==> src/rtl/mul_pkg.sv <==
// Shared definitions for the shift-add multiplier sequencer: state encoding,
// strobe bit positions and default operand width.
package mul_pkg;

    localparam int unsigned DefaultWidth = 32;

    typedef enum logic [2:0] {
        StIdle  = 3'd0,
        StLoad  = 3'd1,
        StAdd   = 3'd2,
        StShift = 3'd3,
        StFix   = 3'd4,
        StDone  = 3'd5
    } state_e;

    localparam int unsigned StbLoad   = 0;
    localparam int unsigned StbAd     = 1;
    localparam int unsigned StbSh     = 2;
    localparam int unsigned StbNegIn  = 3;
    localparam int unsigned StbNegOut = 4;
    localparam int unsigned StbHiloWe = 5;
    localparam int unsigned NumStb    = 6;

    typedef logic [NumStb-1:0] strobe_t;

endpackage

==> src/rtl/mul_iter_counter.sv <==
// Iteration counter for the multiplier: synchronous clear, saturating increment
// and a terminal-count flag raised when the count equals WIDTH-1.
module mul_iter_counter
    import mul_pkg::*;
#(
    parameter int unsigned WIDTH = DefaultWidth,
    parameter int unsigned CNT_W = 6
) (
    input  logic clk_i,
    input  logic rst_i,
    input  logic clr_i,
    input  logic inc_i,
    output logic tc_o
);

    localparam logic [CNT_W-1:0] Last = CNT_W'(WIDTH - 1);

    logic [CNT_W-1:0] cnt_q, cnt_d;

    always_comb begin
        cnt_d = cnt_q;
        if (clr_i) begin
            cnt_d = '0;
        end else if (inc_i && (cnt_q != Last)) begin
            // Saturate at WIDTH-1: the final SHIFT must not push the count past it.
            cnt_d = cnt_q + CNT_W'(1);
        end
    end

    always_ff @(posedge clk_i or posedge rst_i) begin
        if (rst_i) begin
            cnt_q <= '0;
        end else begin
            cnt_q <= cnt_d;
        end
    end

    assign tc_o = (cnt_q == Last);

endmodule

==> src/rtl/mul_sequencer.sv <==
// MULT/MULTU sequencing controller for the shift-add multiplier datapath:
// load, WIDTH add/shift pairs, optional sign fix, then HI/LO write.
module mul_sequencer
    import mul_pkg::*;
#(
    parameter int unsigned WIDTH = DefaultWidth,
    parameter int unsigned CNT_W = 6
) (
    input  logic clk_i,
    input  logic rst_i,
    input  logic req_i,
    input  logic signed_op_i,
    input  logic a_sign_i,
    input  logic b_sign_i,
    input  logic m_i,
    input  logic abort_i,
    input  logic rd_hilo_i,
    output logic idle_o,
    output logic busy_o,
    output logic load_o,
    output logic neg_in_o,
    output logic ad_o,
    output logic sh_o,
    output logic neg_out_o,
    output logic hilo_we_o,
    output logic done_o,
    output logic stall_o
);

    state_e  state_q, state_d;
    logic    neg_q, neg_d;
    logic    sgn_q, sgn_d;
    strobe_t stb;
    logic    cnt_clr, cnt_inc, cnt_tc;

    mul_iter_counter #(
        .WIDTH (WIDTH),
        .CNT_W (CNT_W)
    ) u_iter_counter (
        .clk_i (clk_i),
        .rst_i (rst_i),
        .clr_i (cnt_clr),
        .inc_i (cnt_inc),
        .tc_o  (cnt_tc)
    );

    always_comb begin
        state_d = state_q;
        neg_d   = neg_q;
        sgn_d   = sgn_q;
        stb     = '0;
        unique case (state_q)
            StIdle: begin
                if (req_i) begin
                    state_d = StLoad;
                    neg_d   = signed_op_i & (a_sign_i ^ b_sign_i);
                    sgn_d   = signed_op_i;
                end
            end
            StLoad: begin
                stb[StbLoad]  = 1'b1;
                stb[StbNegIn] = sgn_q;
                state_d       = StAdd;
            end
            StAdd: begin
                stb[StbAd] = m_i;
                state_d    = StShift;
            end
            StShift: begin
                stb[StbSh] = 1'b1;
                if (cnt_tc) begin
                    state_d = neg_q ? StFix : StDone;
                end else begin
                    state_d = StAdd;
                end
            end
            StFix: begin
                stb[StbNegOut] = 1'b1;
                state_d        = StDone;
            end
            StDone: begin
                stb[StbHiloWe] = 1'b1;
                state_d        = StIdle;
            end
            default: state_d = StIdle;
        endcase
        // Abort overrides every transition; a DONE-cycle write still commits.
        if (abort_i) begin
            state_d = StIdle;
        end
    end

    always_ff @(posedge clk_i or posedge rst_i) begin
        if (rst_i) begin
            state_q <= StIdle;
            neg_q   <= 1'b0;
            sgn_q   <= 1'b0;
        end else begin
            state_q <= state_d;
            neg_q   <= neg_d;
            sgn_q   <= sgn_d;
        end
    end

    assign cnt_clr = (state_q == StLoad) | abort_i;
    assign cnt_inc = (state_q == StShift);

    assign idle_o    = (state_q == StIdle);
    assign busy_o    = ~idle_o;
    assign load_o    = stb[StbLoad];
    assign neg_in_o  = stb[StbNegIn];
    assign ad_o      = stb[StbAd];
    assign sh_o      = stb[StbSh];
    assign neg_out_o = stb[StbNegOut];
    assign hilo_we_o = stb[StbHiloWe];
    assign done_o    = stb[StbHiloWe];
    assign stall_o   = rd_hilo_i & busy_o;

endmodule

==> config.mk <==
export PLATFORM = sky130hd
export DESIGN_NAME = mul_sequencer
export DESIGN_NICKNAME = d
export VERILOG_FILES = /design/src/rtl/mul_pkg.sv /design/src/rtl/mul_iter_counter.sv /design/src/rtl/mul_sequencer.sv
export SDC_FILE = /design/constraint.sdc
export NUM_CORES = 1
export LEC_CHECK = 0
export BUFFER_PORTS_ARGS = -buffer_cell sky130_fd_sc_hd__buf_2
export CORE_UTILIZATION = 44
export CTS_BUF_LIST = sky130_fd_sc_hd__clkbuf_16
export CTS_CLUSTER_SIZE = 24
export DETAILED_ROUTE_END_ITERATION = 8
export PLACE_DENSITY = 0.72
export SLEW_MARGIN = 10
export SYNTH_ARGS = -nofsm -noshare
export SYNTH_HDL_FRONTEND = slang
export SYNTH_SLANG_ARGS = --single-unit
==> constraint.sdc <==
create_clock -name clk_i -period 1.4 [get_ports clk_i]
set_input_delay 0.42 -clock clk_i [delete_from_list [all_inputs] [get_ports clk_i]]
set_output_delay 0.42 -clock clk_i [all_outputs]
set_load 0.005 [all_outputs]
* Yosys cells after proc, flatten, opt, wreduce, memory -nomap -nowiden
Cells that the tools add are included.
Operators by class: add/sub/neg operators 1, equal/unequal tests 8, muxes and demuxes 13, bitwise operators 5, reduce and logical (&&, ||, !) cells 4
Operators with widths (count):
- 3-bit case mux with 5 select lines | 1
- 6-bit two-way mux | 2
- 3-bit two-way mux | 3
- 1-bit two-way mux | 7
- 6-bit by 1-bit adder with 6-bit output, second input constant | 1
- 3-bit by 2-bit == test with 1-bit output, second input constant | 2
- 3-bit == test, second input constant | 2
- 6-bit by 5-bit == test with 1-bit output, second input constant | 1
- 6-bit by 5-bit inequality test with 1-bit output, second input constant | 1
- 3-bit by 1-bit == test with 1-bit output, second input constant | 1
- 3-bit logical NOT | 1
- 3-bit inequality test, second input constant | 1
- 1-bit bitwise AND | 2
- 2-bit AND reduction | 1
- 2-bit nonzero test | 1
- 1-bit logical AND | 1
- 1-bit inverter | 1
- 1-bit bitwise OR | 1
- 1-bit XOR | 1
Storage, ports and cells: register bits after elaboration 11, input port bits 9, output and inout bits 10

* Logic depth before layout (Yosys ltp)
Gate-level depths: netlist of run 1.
depth in word-level cells 4, depth in mapped cells 6, mapped depth without buffers 5

* Modules after synthesis
A second synthesis of run 1 with hierarchy kept.
Unflattened totals: cell total of the unflattened synthesis 74, area total of the unflattened synthesis 720.7 µm²
By module, submodules not included:
- mul_iter_counter | instances 1, cells each 40, area an instance 377.9 µm², seq. area each 150.1 µm²
- mul_sequencer | instances 1, cells each 34, area an instance 342.8 µm², seq. area each 125.1 µm²

* Least setup slack after synthesis of run 1
OpenSTA, ideal clock, no wires.
kind register -> register, start point reg u_iter_counter.cnt_q[0], end point reg u_iter_counter.cnt_q[3], library setup time 0.078 ns, arrival time 1.379 ns, required time 1.322 ns, setup slack -0.057 ns, stages on the path, launching flop included 6, buffers on the path 0, cell sequence dfrtp_1 ha_1 clkinv_1 nor3_1 or4_1 a21oi_1
Between the ends: longest elaborated chain between the ends 3, elaborated cells between the ends (all ways) 6
Ends and longest elaborated chain:
- from (decl) | line mul_iter_counter.sv:18 | logic [CNT_W-1:0] cnt_q, cnt_d;
- from (signal assigned) | line mul_iter_counter.sv:34 | cnt_q <= cnt_d;
- 6-bit by 1-bit adder with 6-bit output / 6-bit by 5-bit inequality test with 1-bit output (equally long branches) | line mul_iter_counter.sv:26, mul_iter_counter.sv:24
- 6-bit two-way mux / 1-bit logical AND (equally long branches) | line mul_iter_counter.sv:24 | end else if (inc_i && (cnt_q != Last)) begin
- 6-bit two-way mux / 2-bit nonzero test (equally long branches)
Several ways; a longest one is shown, not always the timed one. The select of a mux whose other input is x is not followed. A chain may end at the register's enable or synchronous reset.

* Worst setup path after layout of run 1
start point reg state_q[2], end point out neg_in_o
Between the ends: longest elaborated chain between the ends 2
Ends and longest elaborated chain:
- from (decl) | line mul_sequencer.sv:30 | state_e state_q, state_d;
- from (signal assigned) | line mul_sequencer.sv:95 | state_q <= StIdle;
- from (signal assigned) | line mul_sequencer.sv:99 | state_q <= state_d;
- 3-bit by 1-bit == test with 1-bit output | line mul_sequencer.sv:52 | unique case (state_q)
- 1-bit two-way mux | line mul_sequencer.sv:52
- to (decl) | line mul_sequencer.sv:21 | output logic neg_in_o,
No other way between the ends.

==> results.json, run 1 <==
{
  "synth_top_area_cell": "dfrtp_1",
  "finalPower_w": 0.00106,
  "viasPerCell": 5.48,
  "synthArstFlopShare": 1.00,
  "synth-edff-count": 0,
  "synth_top_family_by_area": "simple AND/OR/NAND/NOR gates",
  "fin_util": 0.783,
  "cts_root_buffer": "clkbuf_16",
  "synth_ff_type": "dfrtp_1",
  "path_buf_inv": 1,
  "synth_most_common_cell": "dfrtp_1",
  "cts_sinks": 11,
  "syn_to_final_growth_pct": 62.5,
  "synthTopCellsByArea": "dfrtp_1, nor2_1, mux2i_1, nand3_1, nand2_1",
  "worstSetupPathType": "reg -> out",
  "p_leak_nw": 0.518,
  "crit_path_cell_trace": "nand2b_4 -> nor2_4 -> and2_1 -> buf_2",
  "start_kind": "flip-flop",
  "syn_nets": 80,
  "cts_buffers": 3,
  "route.detailed.drc": 0,
  "track_usage": 0.279,
  "cts_tree": "done",
  "ctsHoldBuffers": 0,
  "clock_tree.buffer_depth": 2,
  "synth_compound_area_frac": 0.103,
  "synth-seq-area-share": 0.428,
  "hpwl_um": 1080,
  "synth_xor_area_frac": 0.0272,
  "crit_slowest_cell": "dfrtp_2",
  "ir_drop_mv": 0.843,
  "synthSimpleGateAreaFrac": 0.302,
  "place_congestion": 0.774,
  "max-cap-violations": 0,
  "htree_levels": 1,
  "rsz0062_at_grt": "yes",
  "nFillCells": 86,
  "detail-route-antenna-nets": 0,
  "yosysWarnings": 0,
  "vias": 668,
  "end_kind": "output pin",
  "yosys-top-cells-count": "dfrtp_1, nor2_1, nand2_1",
  "switching_share": 0.237,
  "clk_latency_ns": 0.24,
  "start_util": 0.482,
  "grt_max_degree": 12,
  "tightest_slew_ns": 0.417,
  "dieArea_sq_um": 1620,
  "overflow": 0,
  "yosys_register_bits": 11,
  "clk_pin_slew_ns": 0.04,
  "synth_cells": 70,
  "grt_pass1_wl_um": 2780,
  "hp-class": "in -> async",
  "worst_clock_skew_ns": 0.00418,
  "min_period_ns": 1.64,
  "crit_fanout": 5,
  "arrival_ns": 1.22,
  "critPathTopFamily": "flip-flops",
  "slew_violations": 0,
  "fin_crit_sh": 1.17,
  "setup_viol": 13,
  "port_buffers": 18,
  "syn_avg_cell_area_sq_um": 9.19,
  "synth_mux_area_frac": 0.0642,
  "fin_ws_ns": -0.238,
  "hold_viol_final": 0,
  "drive_above_1_share": 0.533,
  "grt_pass1_vias": 605,
  "clock_power_share": 0.491,
  "wire_per_inst_um": 15.8,
  "ys_types": 35,
  "drt_wl_total_um": 1920,
  "r2r_setup_slack_ns": -0.10,
  "p_comb_frac": 0.166,
  "violations": "setup timing",
  "internal_power_w": 0.000810,
  "antenna_found_initial": 0,
  "maxSlewHeadroom": 0.722,
  "final_area_sq_um": 1040,
  "seqPwrFrac": 0.343,
  "core_sq_um": 1330,
  "synth_top_area_frac": 0.428,
  "crit_required_ns": 0.98,
  "drt-initial-drc-count": 11,
  "postPlaceCellArea_sq_um": 823,
  "power_density_nw_per_um2": 1020,
  "row_count": 13,
  "fmax_mhz": 611,
  "n_antenna_cell": 0,
  "dieHeight_um": 40.2,
  "fin_nets": 118,
  "status": "finished, violations left",
  "die_x_um": 40.2,
  "switching_power_w": 0.000251,
  "synth_area_sq_um": 643,
  "drt_first_pass_iters": 4,
  "ios": 19,
  "synth-adder-area-share": 0.0195,
  "critPathMaxStageDelay_ns": 0.44
}
[sequential cells by signal, summed over array words and instances, names as in the netlist]
signal and flops:
state_q 3, neg_q 1, u_iter_counter.cnt_q 6, sgn_q 1
[logic make-up after synthesis]
family          Yosys count
mux                       4
fa+ha+maj                 1
xor+xnor                  2
compound gates           10
simple gates             34
flops                    11
buf+inv                   8
[layout make-up]
cell class	instances	area [sq um]	area share
clock buffers	3	75.1	0.0719
clock inverters	1	3.75	0.00359
inverters	4	15.0	0.0144
multi-input cells	51	398	0.381
flip-flops and latches	11	279	0.267
well taps	15	18.8	0.0180
repair buffers	37	255	0.244
[final timing paths]
path / cells after the start / start / end
max: 4 / state_q[2] / neg_in_o
min: 2 / rst_i / u_iter_counter.cnt_q[5]
max reg2reg: 4 / state_q[2] / u_iter_counter.cnt_q[3]
min reg2reg: 2 / neg_q / neg_q
max in group asynchronous: 2 / rst_i / state_q[0]
min in group clk_i: 2 / signed_op_i / sgn_q
[cell usage in the layout (no fill, tap or decap), types with 2 or more instances in the layout]
master / count
and3b_1: 2
buf_2: 18
buf_4: 13
buf_6: 6
clkbuf_16: 3
dfrtp_1: 8
dfrtp_2: 3
inv_1: 4
mux2i_1: 3
nand2_1: 5
nand3_1: 2
nand3_2: 2
nor2_1: 8
nor3_4: 2
o21ai_1: 3
[metal layers]
metal | GRT usage | vias to the layer above | routed length (um)
met2 | 0.464 | 13 | 1040
met3 | 0.111 | 5 | 60
met4 | 0.133 | 0 | 28
met1 | 0.309 | 329 | 789
met5 | 0 | - | 0
li1 | - | 321 | -
[per-stage QoR]
stage | TNS (ns) | std cells | worst slack, ns | hold slack [ns]
3_3_place_gp | -0.114 | 111 | -0.0697 | 0.429
2_1_floorplan | 0 | 70 | 0.00325 | 0.272
4_1_cts | -1.72 | 120 | -0.208 | 0.183
6_report | -1.84 | 122 | -0.238 | 0.161
5_1_grt | -2.54 | 122 | -0.288 | 0.207
3_5_place_dp | -0.275 | 111 | -0.0927 | 0.438
[repair_timing]
item / CTS / global route
setup endpoints to repair: 15 / 18
gates resized for setup: 12 / 14
cloned: 0 / 0
pin swaps: 3 / 6
buffers inserted: 5 / 3
[power groups by stage]
stage	clock, W	combinational, W	sequential, W
4_1_cts	0.000520	0.000155	0.000362
5_1_grt	0.000540	0.000192	0.000366
6_report	0.000521	0.000176	0.000364
3_5_place_dp	0	0.000129	0.000366
2_1_floorplan	0	0.0000736	0.000355
3_3_place_gp	0	0.000127	0.000364
(Power assumes the default switching activity.)
==> run 2: changes to the inputs <==
--- a/config.mk
+++ b/config.mk
@@ -6,12 +6,12 @@
 export NUM_CORES = 1
 export LEC_CHECK = 0
 export BUFFER_PORTS_ARGS = -buffer_cell sky130_fd_sc_hd__buf_2
-export CORE_UTILIZATION = 44
+export CORE_UTILIZATION = 35
 export CTS_BUF_LIST = sky130_fd_sc_hd__clkbuf_16
 export CTS_CLUSTER_SIZE = 24
 export DETAILED_ROUTE_END_ITERATION = 8
-export PLACE_DENSITY = 0.72
 export SLEW_MARGIN = 10
 export SYNTH_ARGS = -nofsm -noshare
 export SYNTH_HDL_FRONTEND = slang
 export SYNTH_SLANG_ARGS = --single-unit
+export TNS_END_PERCENT = 1
==> results.json, run 2 (synthesis gave the netlist of run 1 again) <==
{
  "status": "finished, violations left",
  "violations": "setup timing",
  "grt_pass1_wl_um": 2750,
  "port_buffers": 18,
  "r2r_setup_slack_ns": -0.12,
  "drt-initial-drc-count": 13,
  "vias": 647,
  "reg2reg_from": "u_iter_counter.cnt_q[1]",
  "hold_viol_final": 0,
  "ir_drop_mv": 0.678,
  "min_period_ns": 1.65,
  "viasPerCell": 4.98,
  "slew_violations": 0,
  "syn_to_final_growth_pct": 58.6,
  "fin_ws_ns": -0.248,
  "crit_end": "ad_o",
  "hpwl_um": 1090,
  "fmax_mhz": 607,
  "r2r-end": "u_iter_counter.cnt_q[3]",
  "detail-route-antenna-nets": 0,
  "start_util": 0.372,
  "worst_clock_skew_ns": 0.00145,
  "n_antenna_cell": 0,
  "fin_nets": 116,
  "overflow": 0,
  "hp-class": "in -> async",
  "row_count": 15,
  "cts_sinks": 11,
  "grt_max_degree": 13,
  "max-cap-violations": 0,
  "rsz0062_at_grt": "yes",
  "r2r_cells": 6,
  "clk_pin_slew_ns": 0.04,
  "ctsHoldBuffers": 0,
  "largest_reg_flops": 6,
  "power_density_nw_per_um2": 1040,
  "regArea_sq_um": 280,
  "crit_required_ns": 0.98,
  "antenna_found_initial": 0,
  "setup_viol": 12,
  "dieHeight_um": 44.9,
  "start_kind": "flip-flop",
  "die_x_um": 44.9,
  "end_kind": "output pin",
  "arrival_ns": 1.23,
  "reg_top3": "u_iter_counter.cnt_q x6, state_q x3",
  "mostFrequentLayoutCell": "buf_2",
  "setup.worst_path.start": "state_q[2]",
  "cts_root_buffer": "clkbuf_16",
  "multi_input_area_sq_um": 388,
  "drive_above_1_share": 0.486,
  "tightest_slew_ns": 0.456,
  "fin_crit_sh": 1.18,
  "cts_tree": "done",
  "track_usage": 0.199,
  "ios": 19,
  "drt_first_pass_iters": 4,
  "fin_cells": 130,
  "cts_buffers": 3,
  "nFillCells": 151,
  "clock_tree.buffer_depth": 2,
  "wire_per_inst_um": 13.4,
  "route.detailed.drc": 0,
  "dieArea_sq_um": 2010,
  "htree_levels": 1,
  "crit_fanout": 4,
  "finalPower_w": 0.00106,
  "dp_cells": 121,
  "drt_wl_total_um": 1740,
  "place_congestion": 0.705,
  "final_cell_mix": "buf_2, buf_4, nor2_1, dfrtp_1",
  "fin_util": 0.591,
  "grt_pass1_vias": 600,
  "p_leak_nw": 0.495,
  "top_register": "u_iter_counter.cnt_q",
  "maxSlewHeadroom": 0.696,
  "core_sq_um": 1730,
  "worstSetupPathType": "reg -> out",
  "clk_latency_ns": 0.24
}
[run 2: per-stage QoR]
step,setup TNS [ns],worst slack [ns],cell area (sq um),hold slack [ns]
2_1_floorplan,0,0.00325,646,0.272
3_3_place_gp,-0.201,-0.0713,836,0.433
3_5_place_dp,-0.198,-0.0977,836,0.438
4_1_cts,-1.91,-0.227,970,0.182
5_1_grt,-2.73,-0.285,1020,0.219
6_report,-2.00,-0.248,1020,0.178
[run 2: how the worst min path moves through the flow]
stage / start / endpoint / slack [ns] / depth (start not counted)
3_3_place_gp: rst_i / u_iter_counter.cnt_q[4] / 0.43 / 2
2_1_floorplan: rst_i / neg_q / 0.27 / 1
3_5_place_dp: rst_i / u_iter_counter.cnt_q[4] / 0.44 / 2
4_1_cts: rst_i / u_iter_counter.cnt_q[4] / 0.18 / 2
5_1_grt: rst_i / sgn_q / 0.22 / 2
6_report: rst_i / u_iter_counter.cnt_q[4] / 0.18 / 2
[run 2: timing repair]
| item | CTS | global route |
|---|---|---|
| gates resized for setup | 8 | 8 |
| buffers inserted | 3 | 2 |
| setup endpoints to repair | 14 | 17 |
| pin swaps | 1 | 4 |
[run 2: layer usage]
metal,global-route usage,routed length (um),vias up
met5,0,0,-
met4,0.109,55,0
met3,0.0600,79,9
met2,0.309,857,21
met1,0.247,750,300
li1,-,-,317
[run 2: worst max-delay path: stages (launching register included)]
cell,delay (ns)
dfrtp_2,0.44
buf_12,0.14
nor4bb_4,0.25
buf_2,0.15
[run 2: power by group]
part	switching [W]	internal [W]	leakage (nW)	total, W
Clock	0.000148	0.000375	0.0423	0.000524
Combinational	0.0000743	0.0000927	0.310	0.000167
Sequential	0.0000301	0.000339	0.142	0.000369
[run 2: cell type report]
cell class,count,share of cell area
Multi-Input combinational cell,51,0.380
Sequential cell,11,0.275
Timing Repair Buffer,35,0.222
Clock buffer,3,0.0736
Tap cell,25,0.0307
Inverter,4,0.0147
Clock inverter,1,0.00368
==> run 3: changes to the inputs <==
--- a/config.mk
+++ b/config.mk
@@ -10,6 +10,7 @@
 export CTS_BUF_LIST = sky130_fd_sc_hd__clkbuf_16
 export CTS_CLUSTER_SIZE = 24
 export DETAILED_ROUTE_END_ITERATION = 8
+export PLACE_DENSITY_LB_ADDON = 0.3
 export SLEW_MARGIN = 10
 export SYNTH_ARGS = -nofsm -noshare
 export SYNTH_HDL_FRONTEND = slang
==> results.json, run 3 (synthesis gave the netlist of run 1 again) <==
{
  "power_density_nw_per_um2": 1030,
  "core_sq_um": 1730,
  "largest_reg_flops": 6,
  "cts_buffers": 3,
  "maxSlewHeadroom": 0.706,
  "crit_slowest_cell": "dfrtp_2",
  "row_count": 15,
  "die_x_um": 44.9,
  "antenna_found_initial": 0,
  "fin_crit_sh": 1.15,
  "worst_clock_skew_ns": 0.00165,
  "fin_ws_ns": -0.215,
  "end_kind": "output pin",
  "vias": 662,
  "start_util": 0.372,
  "status": "finished, violations left",
  "drt_first_pass_iters": 4,
  "fmax_mhz": 619,
  "start_kind": "flip-flop",
  "hold_ws_ns": 0.175,
  "overflow": 0,
  "final_cell_mix": "buf_2, buf_4, nor2_1, dfrtp_1, nand2_1",
  "grt_pass1_wl_um": 2410,
  "clk_pin_slew_ns": 0.04,
  "internal_power_w": 0.000796,
  "hold_viol_final": 0,
  "hp-class": "in -> async",
  "drt-initial-drc-count": 18,
  "top_register": "u_iter_counter.cnt_q",
  "detail-route-antenna-nets": 0,
  "arrival_ns": 1.20,
  "seqPwrFrac": 0.348,
  "viasPerCell": 5.05,
  "route.detailed.drc": 0,
  "cts_root_buffer": "clkbuf_16",
  "port_buffers": 18,
  "place_congestion": 0.833,
  "fin_nets": 117,
  "grt_util_met1": 0.218,
  "drive_above_1_share": 0.472,
  "switching_share": 0.230,
  "grt.met3_usage": 0.0240,
  "mostFrequentLayoutCell": "buf_2",
  "dieHeight_um": 44.9,
  "critPathTopFamily": "flip-flops",
  "ctsHoldBuffers": 0,
  "fin_util": 0.580,
  "tightest_slew_ns": 0.440,
  "fin_cells": 131,
  "n_antenna_cell": 0,
  "p_leak_nw": 0.506,
  "cts_sinks": 11,
  "ir_drop_mv": 0.869,
  "max-cap-violations": 0,
  "clock_power_share": 0.502,
  "nFillCells": 155,
  "min_period_ns": 1.62,
  "path_buf_inv": 1,
  "grt_max_degree": 13,
  "p_comb_frac": 0.150,
  "grt_util_met2": 0.274,
  "dp_worst_setup_slack_ns": -0.0473,
  "rsz0062_at_grt": "yes",
  "violations": "setup timing",
  "dp_cells": 121,
  "clock_tree.buffer_depth": 2,
  "dieArea_sq_um": 2010,
  "reg_top3": "u_iter_counter.cnt_q x6, state_q x3",
  "worstSetupPathType": "reg -> out",
  "grt_pass1_vias": 574,
  "wire_per_inst_um": 12.1,
  "clk_latency_ns": 0.24,
  "critPathMaxStageDelay_ns": 0.46,
  "syn_to_final_growth_pct": 55.6,
  "crit_required_ns": 0.98,
  "switching_power_w": 0.000238,
  "hpwl_um": 1090,
  "track_usage": 0.166,
  "slew_violations": 0,
  "drt_wl_total_um": 1590,
  "cts_tree": "done",
  "setup_viol": 14,
  "crit_fanout": 6,
  "htree_levels": 1,
  "ios": 19,
  "crit_path_cell_trace": "nand2b_4 -> nor2_4 -> and2_1 -> buf_2",
  "gr-max-usage-layer": "met2"
}
run 3: worst register-to-register path, delay by kind of cell (launching register included):
kind | cells | cell delay (ns)
and+or+nand+nor | 3 | 0.40
muxes | 1 | 0.20
DFF | 1 | 0.46
buffers and inverters | 2 | 0.28
run 3: timing repair:
item / CTS / global route
buffers inserted: 3 / 3
endpoints found under the setup margin: 15 / 19
gates resized for setup: 9 / 8
pin swaps: 0 / 1
run 3: area by class of cell:
class / count / area (sq um) / area share
Timing Repair Buffer: 36 / 226 / 0.226
Multi-Input combinational cell: 51 / 370 / 0.370
Tap cell: 25 / 31.3 / 0.0313
Inverter: 4 / 15.0 / 0.0150
Clock buffer: 3 / 75.1 / 0.0750
Sequential cell: 11 / 279 / 0.279
Clock inverter: 1 / 3.75 / 0.00375
run 3: path summary, 6_finish.rpt:
check	cells after the start	start	endpoint	slack (ns)
max in group asynchronous	2	rst_i	state_q[0]	0.90
worst max register to register	6	state_q[2]	u_iter_counter.cnt_q[5]	-0.06
min in group clk_i	2	signed_op_i	sgn_q	0.41
worst min-delay path	2	rst_i	u_iter_counter.cnt_q[3]	0.18
worst max-delay path	4	state_q[2]	neg_in_o	-0.22
worst min register to register	2	neg_q	neg_q	0.48
run 3: per-stage QoR:
stage          cell area (sq um)  setup TNS (ns)  total power, W
6_report                    1000           -1.79         0.00103
5_1_grt                     1000           -2.69         0.00108
4_1_cts                      970           -1.82         0.00103
3_5_place_dp                 836         -0.0876        0.000489
3_3_place_gp                 836         -0.0784        0.000487
2_1_floorplan                646               0        0.000429
run 3: power by group through the flow:
stage	logic (W)	registers, W	clock network (W)
after floorplan	0.0000736	0.000355	0
after global placement	0.000122	0.000365	0
after detailed placement	0.000124	0.000365	0
after CTS	0.000136	0.000365	0.000527
after global routing	0.000170	0.000365	0.000541
final	0.000155	0.000360	0.000519
run 3: metal layers:
metal | share of wire | vias to the layer above | routed length, um
li1 | - | 318 | -
met1 | 0.45 | 320 | 716
met2 | 0.49 | 22 | 773
met3 | 0.052 | 2 | 82
met4 | 0.012 | 0 | 19
met5 | 0 | - | 0
